### src/rtl/jk_bank_driver.sv
`default_nettype none
// ============================================================================
// Module   : jk_bank_driver
// Purpose  : J/K-side controller for a WIDTH-bit bank of master-slave JK
//            flip-flops.
//
//            The block keeps a shadow copy S of the count. It drives per-bit
//            J/K excitation so that the bank steps through a modulo-MODULUS
//            up/down sequence. It also reads the bank's Q/Qc back and raises
//            a sticky error on any divergence.
//
// Ports    : clk        - common clock. The bank master captures on posedge
//                         and the bank slave updates on negedge.
//            CLR_n      - asynchronous active-low reset
//            en, up     - step the count by one; up=1 counts up, up=0 down
//            load       - load load_val (takes priority over en)
//            load_val   - value to load; values >= MODULUS are rejected
//            clear_err  - leave the error state and re-initialise the bank
//            Q, Qc      - bank true / complement outputs (read-back)
//            J, K       - per-bit excitation to the bank (never J=K=1)
//            bank_clr   - synchronous clear to the bank
//            count      - shadow state S
//            wrap       - one-cycle pulse after a modulus wrap
//            load_err   - one-cycle pulse after a rejected load
//            err        - sticky read-back mismatch flag
// Revision : 1.0 - initial release
// ============================================================================
module jk_bank_driver #(
  parameter int WIDTH   = 4,
  parameter int MODULUS = 10
) (
  input  logic             clk,
  input  logic             CLR_n,
  input  logic             en,
  input  logic             up,
  input  logic             load,
  input  logic [WIDTH-1:0] load_val,
  input  logic             clear_err,
  input  logic [WIDTH-1:0] Q,
  input  logic [WIDTH-1:0] Qc,
  output logic [WIDTH-1:0] J,
  output logic [WIDTH-1:0] K,
  output logic             bank_clr,
  output logic [WIDTH-1:0] count,
  output logic             wrap,
  output logic             load_err,
  output logic             err
);

  typedef enum logic [1:0] {
    ST_INIT = 2'd0,
    ST_SYNC = 2'd1,
    ST_RUN  = 2'd2,
    ST_ERR  = 2'd3
  } state_t;

  // Highest legal state. When MODULUS = 2^WIDTH this is all-ones, so S+1
  // wraps naturally. The explicit compare still raises the wrap pulse.
  localparam logic [WIDTH-1:0] MAX_S   = WIDTH'(MODULUS - 1);
  // The load range check is done one bit wider, so that MODULUS = 2^WIDTH
  // accepts every load value.
  localparam logic [WIDTH:0]   MOD_EXT = (WIDTH + 1)'(MODULUS);

  state_t           state, state_nxt;
  logic [WIDTH-1:0] s_q, s_nxt;
  logic [WIDTH-1:0] target;
  logic             err_q, err_nxt;
  logic             wrap_q, wrap_nxt;
  logic             lerr_q, lerr_nxt;
  logic             ok;
  logic             load_ok;

  // Q still shows S from before the current update. The slave only moves on
  // the negedge after the capturing posedge, so at a posedge it must equal S.
  assign ok      = (Q == s_q) && (Qc == ~s_q);
  assign load_ok = ({1'b0, load_val} < MOD_EXT);

  // --------------------------------------------------------------------------
  // Next state / target. target == s_q means "hold". It yields J=K=0 below,
  // so every non-RUN state and every rejected or mismatched cycle leaves
  // target at s_q.
  // --------------------------------------------------------------------------
  always_comb begin
    state_nxt = state;
    s_nxt     = s_q;
    target    = s_q;
    err_nxt   = err_q;
    wrap_nxt  = 1'b0;
    lerr_nxt  = 1'b0;

    case (state)
      ST_INIT: begin
        state_nxt = ST_SYNC;
        s_nxt     = '0;
      end

      ST_SYNC: begin
        if (ok && (s_q == '0)) begin
          state_nxt = ST_RUN;
        end else begin
          state_nxt = ST_ERR;
          err_nxt   = 1'b1;
        end
      end

      ST_RUN: begin
        if (!ok) begin
          state_nxt = ST_ERR;
          err_nxt   = 1'b1;
        end else if (load) begin
          // A rejected load also swallows en for this cycle.
          if (load_ok) begin
            target = load_val;
          end else begin
            lerr_nxt = 1'b1;
          end
        end else if (en) begin
          if (up) begin
            if (s_q == MAX_S) begin
              target   = '0;
              wrap_nxt = 1'b1;
            end else begin
              target = s_q + WIDTH'(1);
            end
          end else begin
            if (s_q == '0) begin
              target   = MAX_S;
              wrap_nxt = 1'b1;
            end else begin
              target = s_q - WIDTH'(1);
            end
          end
        end
        s_nxt = target;
      end

      ST_ERR: begin
        if (clear_err) begin
          state_nxt = ST_INIT;
          err_nxt   = 1'b0;
        end
      end

      default: begin
        state_nxt = ST_INIT;
        s_nxt     = '0;
      end
    endcase
  end

  // --------------------------------------------------------------------------
  // Excitation: a bit at 0 is set with J=n, K=0. A bit at 1 is reset with
  // J=0, K=~n. J and K can therefore never both be high on one bit.
  // --------------------------------------------------------------------------
  genvar gi;
  generate
    for (gi = 0; gi < WIDTH; gi++) begin : g_excite
      assign J[gi] = ~s_q[gi] &  target[gi];
      assign K[gi] =  s_q[gi] & ~target[gi];
    end
  endgenerate

  assign bank_clr = (state == ST_INIT);
  assign count    = s_q;
  assign wrap     = wrap_q;
  assign load_err = lerr_q;
  assign err      = err_q;

  // --------------------------------------------------------------------------
  // State register
  // --------------------------------------------------------------------------
  always_ff @(posedge clk or negedge CLR_n) begin
    if (!CLR_n) begin
      state  <= ST_INIT;
      s_q    <= '0;
      err_q  <= 1'b0;
      wrap_q <= 1'b0;
      lerr_q <= 1'b0;
    end else begin
      state  <= state_nxt;
      s_q    <= s_nxt;
      err_q  <= err_nxt;
      wrap_q <= wrap_nxt;
      lerr_q <= lerr_nxt;
    end
  end

endmodule
`default_nettype wire

### config.mk
export PLATFORM = sky130hd
export DESIGN_NAME = jk_bank_driver
export DESIGN_NICKNAME = d
export VERILOG_FILES = /design/src/rtl/jk_bank_driver.sv
export SDC_FILE = /design/constraint.sdc
export NUM_CORES = 1
export LEC_CHECK = 0
export BUFFER_PORTS_ARGS = -buffer_cell sky130_fd_sc_hd__clkbuf_2
export CAP_MARGIN = 20
export CORE_AREA = 10 10 54 56
export CTS_CLUSTER_DIAMETER = 80
export CTS_CLUSTER_SIZE = 10
export DETAILED_ROUTE_END_ITERATION = 16
export DIE_AREA = 0 0 64 66
export PLACE_DENSITY = 0.82
export SLEW_MARGIN = 15
export SYNTH_ARGS = -nofsm -noshare
export SYNTH_HDL_FRONTEND = slang
export SYNTH_SLANG_ARGS = --single-unit
### constraint.sdc
create_clock -name clk -period 3.4 [get_ports clk]
set_clock_uncertainty 0.1 [all_clocks]
set_input_delay 0.51 -clock clk [delete_from_list [all_inputs] [get_ports clk]]
set_output_delay 0.51 -clock clk [all_outputs]
set_load 0.01 [all_outputs]
==> flow_summary_export.csv, run 1 <==
group,metric,value,unit
floorplanning,fp.dieArea,4220,um^2
logic_synthesis,yosys-top-cells-count,"9 x dfrtp_1, 8 x a21oi_1, 8 x inv_1",
routing,firstDrtPassIters,6,
global_route,grt_max_degree,17,
clocking,cts_resized,0,
cells_and_area,n_antenna_cell,0,
sta,worst_pin_slew,0.521,ns
logic_synthesis,synth_warnings,0,
floorplanning,rows,16,
logic_synthesis,async_flop_share,100,%
clocking,numCtsBuffers,3,
routing,viasPerCell,5.81,
worst_setup_path,critPathLaunchType,"register",
logic_synthesis,synth.most_common_cell,"dfrtp_1",
clocking,h-tree-depth,1,
floorplanning,dieHeight,66,um
logic_synthesis,syn_inst,118,
clocking,ctsRootBufferMaster,"clkbuf_4",
cells_and_area,utilization,60.9,%
clocking,cts_tree,"yes",
sta,post-route-period-util,88.6,%
sta,whs,-0.00798,ns
floorplanning,core_area,1900,um^2
place,io_buffers,33,
cells_and_area,drive_above_1_share,29.1,%
sta,fin_tns_setup,0,ns
floorplanning,die_w,64,um
sta,rsz0062_at_grt,"no",
routing,drtIter0Drc,41,
clocking,clkLatencyLatePin,0.27,ns
routing,dr_total_vias,1016,
clocking,post-cts-setup-buffer-count,0,
logic_synthesis,synth_area_leaders,"dfrtp_1 23%, ha_1 9.0%, a21oi_1 4.1%",
worst_setup_path,crit_buf_inv,2,
logic_synthesis,ys.flop_type,"dfrtp_1",
global_route,grt.total_usage,13.1,%
status,status,"finished with violations",
logic_synthesis,ys_seq_area_share,23.2,%
global_route,grt_pass1_vias,1014,
worst_setup_path,crit_slowest_cell,"dfrtp_1",
clocking,clock_tree.buffer_depth,2,
worst_setup_path,cp_max_fo,11,
logic_synthesis,syn_nets,143,
floorplanning,ios,34,
worst_setup_path,end_kind,"output pin",
routing,wl_per_cell,15.6,um
place,dp.cells,171,
global_route,antenna_found_initial,0,
worst_setup_path,crit_required,2.79,ns
power,ir_worst_vdd,0.330,mV
hold_path,hp-class,"input port to async pin",
cells_and_area,nets,174,
routing,drtAntennaViolNets,0,
logic_synthesis,yosysTopAreaCell,"dfrtp_1",
logic_synthesis,synth-edff-count,0,
sta,maxSlewHeadroom,65.3,%
place,hpwlAfterDp,2.23,mm
cells_and_area,fin_cells,175,
clocking,clock_sinks,9,
worst_setup_path,path_depth,8,
place,gp_congestion,0.909,
sta,max_freq,0.332,GHz
cells_and_area,area_growth,19.0,%
global_route,grt_pass1_wl,4.55,mm
clocking,cts_hold_buf,0,
worst_setup_path,timing.rr.start,"count[1]",
cells_and_area,final_cell_area,1160,um^2
logic_synthesis,synth.cell_area,972,um^2
worst_setup_path,worstPathCellList,"inv_1 -> ha_1 -> nor3b_2 -> nand2b_1 -> a221o_1 -> a22o_1 -> nor3_1 -> clkbuf_2",
routing,drc_errors,0,
logic_synthesis,synth.avg_cell_area,8.24,um^2
flow_run,cap_viol_max_count,0,
logic_synthesis,ys_types,41,
worst_setup_path,worstPathArrival,2.40,ns
routing,wl,2.73,mm
worst_setup_path,rr_worst_depth,7,
worst_setup_path,criticalPathCategory,"register to output pin",
sta,hold_violations,7,
global_route,gr-total-overflow,0,
worst_setup_path,crit_start,"count[1]",
clocking,clk_pin_slew_worst_paths,0.07,ns
worst_setup_path,critPathMaxStageDelay,0.49,ns
floorplanning,start_util,51.1,%
logic_synthesis,yosysTopAreaCellShare,23.2,%
power,power_density,363,nW/um^2
logic_synthesis,ys_ff_latch,9,
sta,slew_viol_final,0,
status,violations,"negative hold slack",
sta,setup_viol,0,
place,dpl-instance-area,1130,um^2
worst_setup_path,path_delay_family,"compound AO/OA/AOI/OAI gates",
sta,fin_crit,3.01,ns
power,leakagePower,0.000567,uW
## flip-flops by register name (all words and copies together) (netlist names)
signal    flops
err           1
load_err      1
wrap          1
state         2
count         4
## metrics by stage
| step | worst slack, ns | hold WS, ns | power [uW] |
|---|---|---|---|
| after floorplan | 0.802 | 0.114 | 278 |
| after global placement | 0.744 | 0.281 | 326 |
| after detailed placement | 0.686 | 0.290 | 335 |
| after CTS | 0.389 | 0.00136 | 425 |
| after global routing | 0.219 | 0.00134 | 458 |
| final | 0.388 | -0.00798 | 420 |
## final cells by class
type	instances	area, um^2
Fill cell	173	744
Timing Repair Buffer	33	165
Clock buffer	4	26.3
Sequential cell	9	225
Inverter	8	30.0
Tap cell	27	33.8
Multi-Input combinational cell	94	677
## power by group
part           internal, uW  switching, uW
logic                  82.6            103
clock network          45.4           43.5
registers               126           19.8
total                   254            166
## per-layer routing
layer  wire length (um)  part of all wire [%]  vias up  GRT usage, %
met5                  0                     0        -             0
met4                 48                   1.8        0          5.19
met3                131                   4.8        6          2.88
met2               1480                    54       27          25.7
met1               1070                    39      481          12.8
li1                   -                     -      502             -
## placed cells by master (no fill, tap or decap), types with 4 or more instances in the layout
| master | Yosys | routed |
|---|---|---|
| clkbuf_2 | 0 | 33 |
| dfrtp_1 | 9 | 9 |
| inv_1 | 8 | 8 |
| a21oi_1 | 8 | 8 |
| ha_1 | 7 | 7 |
| and3_1 | 6 | 6 |
| nor3_1 | 6 | 6 |
| nand2_1 | 5 | 5 |
| o21ai_0 | 4 | 4 |
| nand2b_1 | 4 | 4 |
| and3b_1 | 4 | 4 |
| nand3_1 | 4 | 4 |
| nor2_1 | 4 | 4 |
## final timing paths
kind,to,slack (ns)
hold / removal,state[0],-0.008
setup / recovery,J[0],0.39
hold reg to reg,err,0.43
max in group asynchronous,count[1],3.00
setup reg to reg,count[2],1.18
min in group clk,err,0.43
## cell families after synthesis
family / after synthesis / synth area share, %
adder cells (fa/ha/maj): 7 / 9.01
AND/OR/NAND/NOR: 49 / 32.6
buffers and inverters: 15 / 7.21
flip-flops: 9 / 23.2
AO/OA/AOI/OAI: 35 / 24.8
multiplexers: 3 / 3.22
Power figures use the tool's default switching activity.
==> run 2: changes to the inputs <==
--- a/config.mk
+++ b/config.mk
@@ -12,6 +12,7 @@
 export CTS_CLUSTER_SIZE = 10
 export DETAILED_ROUTE_END_ITERATION = 16
 export DIE_AREA = 0 0 64 66
+export GPL_TIMING_DRIVEN = 0
 export PLACE_DENSITY = 0.82
 export SLEW_MARGIN = 15
 export SYNTH_ARGS = -nofsm -noshare
==> run 2 against run 1 <==
  * The flow still finishes with violations (negative hold slack)
  * Critical path depth increased by 1
  * Clock-buffer cell count is the same
  * Sequential power about the same
  * Final area grew 2.6%
  * Register-to-register slack lost 0.02 ns
  * Largest cell class unchanged
  * Largest power group unchanged
  * Die area unchanged
  * Via count is 4.2% higher
  * Global-route usage rose by 0.34 points
  * First-iteration DRC count is 56% higher
  * Highest routed layer unchanged
==> flow_summary_export.csv, run 2 (synthesized netlist as in run 1, its figures left out) <==
group,metric,value,unit
global_route,antenna_found_initial,0,
cells_and_area,utilization,62.4,%
cells_and_area,final_common_cell,"clkbuf_2",
global_route,gr-total-overflow,0,
routing,viasPerCell,5.88,
worst_setup_path,crit_required,2.79,ns
worst_setup_path,cp_max_fo,9,
floorplanning,rows,16,
routing,drtIter0Drc,64,
routing,firstDrtPassIters,4,
floorplanning,start_util,51.1,%
clocking,clk_pin_slew_worst_paths,0.06,ns
floorplanning,core_area,1900,um^2
worst_setup_path,worstPathArrival,2.55,ns
sta,whs,-0.00529,ns
global_route,grt_pass1_vias,1091,
sta,fin_tns_setup,0,ns
power,power_density,353,nW/um^2
clocking,clock_sinks,9,
place,io_buffers,31,
clocking,clock_tree.buffer_depth,2,
clocking,post-cts-setup-buffer-count,0,
routing,wl,2.92,mm
status,status,"finished with violations",
cells_and_area,nets,179,
global_route,grt_pass1_wl,4.68,mm
place,gp_congestion,0.910,
worst_setup_path,timing.rr.start,"count[1]",
power,leakagePower,0.000594,uW
clocking,numCtsBuffers,3,
sta,setup_viol,0,
clocking,cts_tree,"yes",
cells_and_area,largest_reg_flops,4,
routing,drc_errors,0,
place,dpl-instance-area,1160,um^2
cells_and_area,drive_above_1_share,31.4,%
routing,dr_total_vias,1059,
floorplanning,fp.dieArea,4220,um^2
cells_and_area,n_antenna_cell,0,
cells_and_area,final_cell_area,1190,um^2
routing,wl_per_cell,16.2,um
global_route,grt_max_degree,11,
floorplanning,ios,34,
hold_path,hp-class,"input port to async pin",
worst_setup_path,end_kind,"output pin",
place,hpwlAfterDp,2.41,mm
floorplanning,die_w,64,um
worst_setup_path,r2r_slack,1.16,ns
worst_setup_path,crit_start,"count[1]",
sta,slew_viol_final,0,
power,total_power,419,uW
floorplanning,dieHeight,66,um
cells_and_area,layout_common_cells,"31 x clkbuf_2, 9 x dfrtp_1, 8 x inv_1, 8 x a21oi_1, 7 x ha_1",
sta,maxSlewHeadroom,69.7,%
cells_and_area,area_growth,22.1,%
routing,drtAntennaViolNets,0,
global_route,grt.total_usage,13.4,%
worst_setup_path,criticalPathCategory,"register to output pin",
flow_run,cap_viol_max_count,0,
clocking,ctsRootBufferMaster,"clkbuf_4",
status,violations,"negative hold slack",
sta,fin_crit,3.16,ns
clocking,h-tree-depth,1,
worst_setup_path,critPathLaunchType,"register",
sta,rsz0062_at_grt,"no",
sta,post-route-period-util,93.1,%
power,ir_worst_vdd,0.326,mV
clocking,cts_resized,0,
sta,hold_violations,9,
clocking,clkLatencyLatePin,0.27,ns
sta,max_freq,0.316,GHz
clocking,cts_hold_buf,0,
sta,worst_pin_slew,0.449,ns
## run 2: worst max-delay path, stage by stage, from the launching register on
cell and delay [ns]:
dfrtp_1 0.40, buf_2 0.18, inv_1 0.12, ha_1 0.27
nor3b_2 0.31, nand2b_1 0.09, a221o_1 0.37, a22o_1 0.21
nor3_1 0.17, clkbuf_2 0.16
## run 2: routing by layer
| metal | vias to the layer above | share of wire, % | track usage [%] |
|---|---|---|---|
| met1 | 509 | 37 | 12.8 |
| li1 | 514 | - | - |
| met4 | 0 | 1.2 | 4.64 |
| met2 | 31 | 57 | 27.6 |
| met5 | - | 0 | 0 |
| met3 | 5 | 4.7 | 2.37 |
## run 2: final timing paths
check | depth (start not counted) | endpoint
min in group clk | 2 | err
worst max-delay path | 9 | J[0]
worst max register to register | 8 | count[0]
max in group asynchronous | 1 | count[2]
worst min register to register | 2 | err
worst min-delay path | 1 | count[0]
## run 2: per-stage QoR
| step | instances | hold WS [ns] | setup slack (ns) |
|---|---|---|---|
| 2_1_floorplan | 118 | 0.114 | 0.802 |
| 3_3_place_gp | 176 | 0.284 | 0.612 |
| 3_5_place_dp | 176 | 0.290 | 0.546 |
| 4_1_cts | 180 | 0.00186 | 0.259 |
| 5_1_grt | 180 | 0.00954 | 0.133 |
| 6_report | 180 | -0.00529 | 0.236 |
## run 2: area by class of cell
| class | count | area, um^2 |
|---|---|---|
| clock buffers | 4 | 26.3 |
| fillers | 189 | 714 |
| plain buffers | 7 | 40.0 |
| well taps | 27 | 33.8 |
| inverters | 8 | 30.0 |
| multi-input cells | 94 | 677 |
| flip-flops and latches | 9 | 225 |
| repair buffers | 31 | 155 |
## run 2: power breakdown
part           internal (uW)  switching (uW)  leakage (uW)
logic                   83.0             106      0.000461
registers                126            17.8      0.000117
clock network           45.5            41.4     0.0000150
==> run 3: changes to the inputs <==
--- a/config.mk
+++ b/config.mk
@@ -7,13 +7,12 @@
 export LEC_CHECK = 0
 export BUFFER_PORTS_ARGS = -buffer_cell sky130_fd_sc_hd__clkbuf_2
 export CAP_MARGIN = 20
-export CORE_AREA = 10 10 54 56
+export CORE_AREA = 10 10 61 63
 export CTS_CLUSTER_DIAMETER = 80
 export CTS_CLUSTER_SIZE = 10
 export DETAILED_ROUTE_END_ITERATION = 16
-export DIE_AREA = 0 0 64 66
+export DIE_AREA = 0 0 71 73
 export GPL_TIMING_DRIVEN = 0
-export PLACE_DENSITY = 0.82
 export SLEW_MARGIN = 15
 export SYNTH_ARGS = -nofsm -noshare
 export SYNTH_HDL_FRONTEND = slang
==> run 3 against run 2 <==
  * The run still ends with negative hold slack left
  * Register-to-register slack improved by 0.02 ns
  * First-iteration DRC count rose by 42%
  * Via count fell by 2.6%
  * Routed wire length fell by 0.72%
  * Largest cell class unchanged
  * Utilization fell by 17 points
  * Hold slack improved by 0.0049 ns
  * Power rose by 0.34%
==> flow_summary_export.csv, run 3 (synthesized netlist as in run 1, its figures left out) <==
group,metric,value,unit
routing,dr_total_vias,1031,
clocking,ctsRootBufferMaster,"clkbuf_4",
cells_and_area,area_growth,22.7,%
power,pwr-share-seq,34.2,%
cells_and_area,final_common_cell,"clkbuf_2",
sta,maxSlewHeadroom,70.6,%
power,ir_worst_vdd,0.343,mV
place,hpwlAfterDp,2.39,mm
routing,drtAntennaViolNets,0,
routing,wl,2.90,mm
power,total_power,421,uW
floorplanning,fp.dieArea,5180,um^2
sta,setup_viol,0,
global_route,grt_pass1_wl,4.75,mm
sta,post-route-period-util,92.3,%
global_route,antenna_found_initial,0,
place,dp.cells,180,
flow_run,cap_viol_max_count,0,
clocking,numCtsBuffers,3,
routing,drc_errors,0,
routing,wl_per_cell,15.8,um
routing,viasPerCell,5.60,
status,status,"finished with violations",
power,switchingPower,166,uW
power,pwr-share-comb,45.0,%
global_route,grt-busiest-layer,"met2",
worst_setup_path,criticalPathCategory,"register to output pin",
cells_and_area,layout_common_cells,"31 x clkbuf_2, 9 x dfrtp_1, 8 x inv_1, 8 x a21oi_1, 7 x ha_1",
worst_setup_path,worstPathArrival,2.53,ns
cells_and_area,n_antenna_cell,0,
cells_and_area,fin_cells,184,
floorplanning,die_w,71,um
clocking,clk_pin_slew_worst_paths,0.07,ns
worst_setup_path,worstPathCellList,"buf_2 -> inv_1 -> ha_1 -> nor3b_2 -> nand2b_1 -> a221o_1 -> a22o_1 -> nor3_1 -> clkbuf_2",
global_route,grt_max_degree,11,
sta,worst_pin_slew,0.430,ns
clocking,clock_sinks,9,
floorplanning,core_area,2620,um^2
sta,rsz0062_at_grt,"no",
power,p_clk_share,20.7,%
floorplanning,ios,34,
power,leakagePower,0.000594,uW
routing,firstDrtPassIters,5,
clocking,cts_tree,"yes",
clocking,cts_resized,0,
global_route,gr-usage-met2,20.9,%
worst_setup_path,crit_slowest_cell,"dfrtp_1",
clocking,h-tree-depth,1,
floorplanning,dieHeight,73,um
cells_and_area,final.fill_count,281,
cells_and_area,nets,179,
global_route,grt_use_met3,2.18,%
sta,hold_violations,2,
power,switching_share,39.5,%
clocking,post-cts-setup-buffer-count,0,
clocking,cts_hold_buf,0,
global_route,grtUsageMet1,11.6,%
routing,drtIter0Drc,91,
worst_setup_path,end_kind,"output pin",
power,power_density,353,nW/um^2
floorplanning,rows,19,
sta,whs,-0.000374,ns
worst_setup_path,critPathMaxStageDelay,0.43,ns
worst_setup_path,cp_max_fo,10,
worst_setup_path,critPathLaunchType,"register",
status,violations,"negative hold slack",
sta,max_freq,0.319,GHz
worst_setup_path,crit_required,2.79,ns
cells_and_area,drive_above_1_share,31.4,%
global_route,gr-total-overflow,0,
sta,slew_viol_final,0,
floorplanning,start_util,37.2,%
place,gp_congestion,0.822,
hold_path,hp-class,"input port to async pin",
sta,fin_tns_setup,0,ns
cells_and_area,largest_reg_flops,4,
clocking,clkLatencyLatePin,0.27,ns
global_route,grt.total_usage,10.9,%
power,p_int,255,uW
clocking,clock_tree.buffer_depth,2,
sta,fin_crit,3.14,ns
global_route,grt_pass1_vias,1046,
place,io_buffers,31,
[run 3: power by group through the flow]
stage / clock network, uW / logic, uW / registers [uW]
final: 87.2 / 190 / 144
after CTS: 88.2 / 193 / 144
after detailed placement: 0 / 193 / 146
after global placement: 0 / 185 / 144
after global routing: 96.3 / 218 / 148
after floorplan: 0 / 134 / 144
[run 3: path summary, 6_finish.rpt]
check / from / to / slack (ns) / cells after the start
max: count[0] / J[0] / 0.26 / 9
min: CLR_n / wrap / -0.0004 / 1
max reg2reg: count[0] / count[0] / 1.18 / 8
min reg2reg: err / err / 0.42 / 2
max in group asynchronous: CLR_n / count[2] / 2.99 / 1
min in group clk: err / err / 0.42 / 2
[run 3: critical path, delay by kind of cell (launching register included)]
| family | cells | cell delay [ns] |
|---|---|---|
| buffers and inverters | 3 | 0.44 |
| DFF | 1 | 0.43 |
| adders and majority gates | 1 | 0.25 |
| and+or+nand+nor | 3 | 0.57 |
| AOI/OAI and AO/OA | 2 | 0.56 |
[run 3: cell type report]
type | count | area, um^2 | share of cell area (%)
flip-flops and latches | 9 | 225 | 18.9
plain buffers | 7 | 40.0 | 3.36
repair buffers | 31 | 155 | 13.0
clock buffers | 4 | 26.3 | 2.20
well taps | 31 | 38.8 | 3.25
multi-input cells | 94 | 677 | 56.8
inverters | 8 | 30.0 | 2.52
[run 3: routing by layer]
layer | routed length, um | vias to the layer above | part of all wire, %
li1 | - | 513 | -
met3 | 91 | 5 | 3.1
met5 | 0 | - | 0
met1 | 1190 | 495 | 41
met4 | 29 | 0 | 1.0
met2 | 1590 | 18 | 55
[run 3: through the flow]
stage | cell area [um^2] | setup slack, ns | util (%)
2_1_floorplan | 972 | 0.802 | -
3_3_place_gp | 1170 | 0.590 | 44.6
3_5_place_dp | 1170 | 0.573 | 44.6
4_1_cts | 1190 | 0.257 | 45.6
5_1_grt | 1190 | 0.105 | 45.6
6_report | 1190 | 0.263 | 45.6
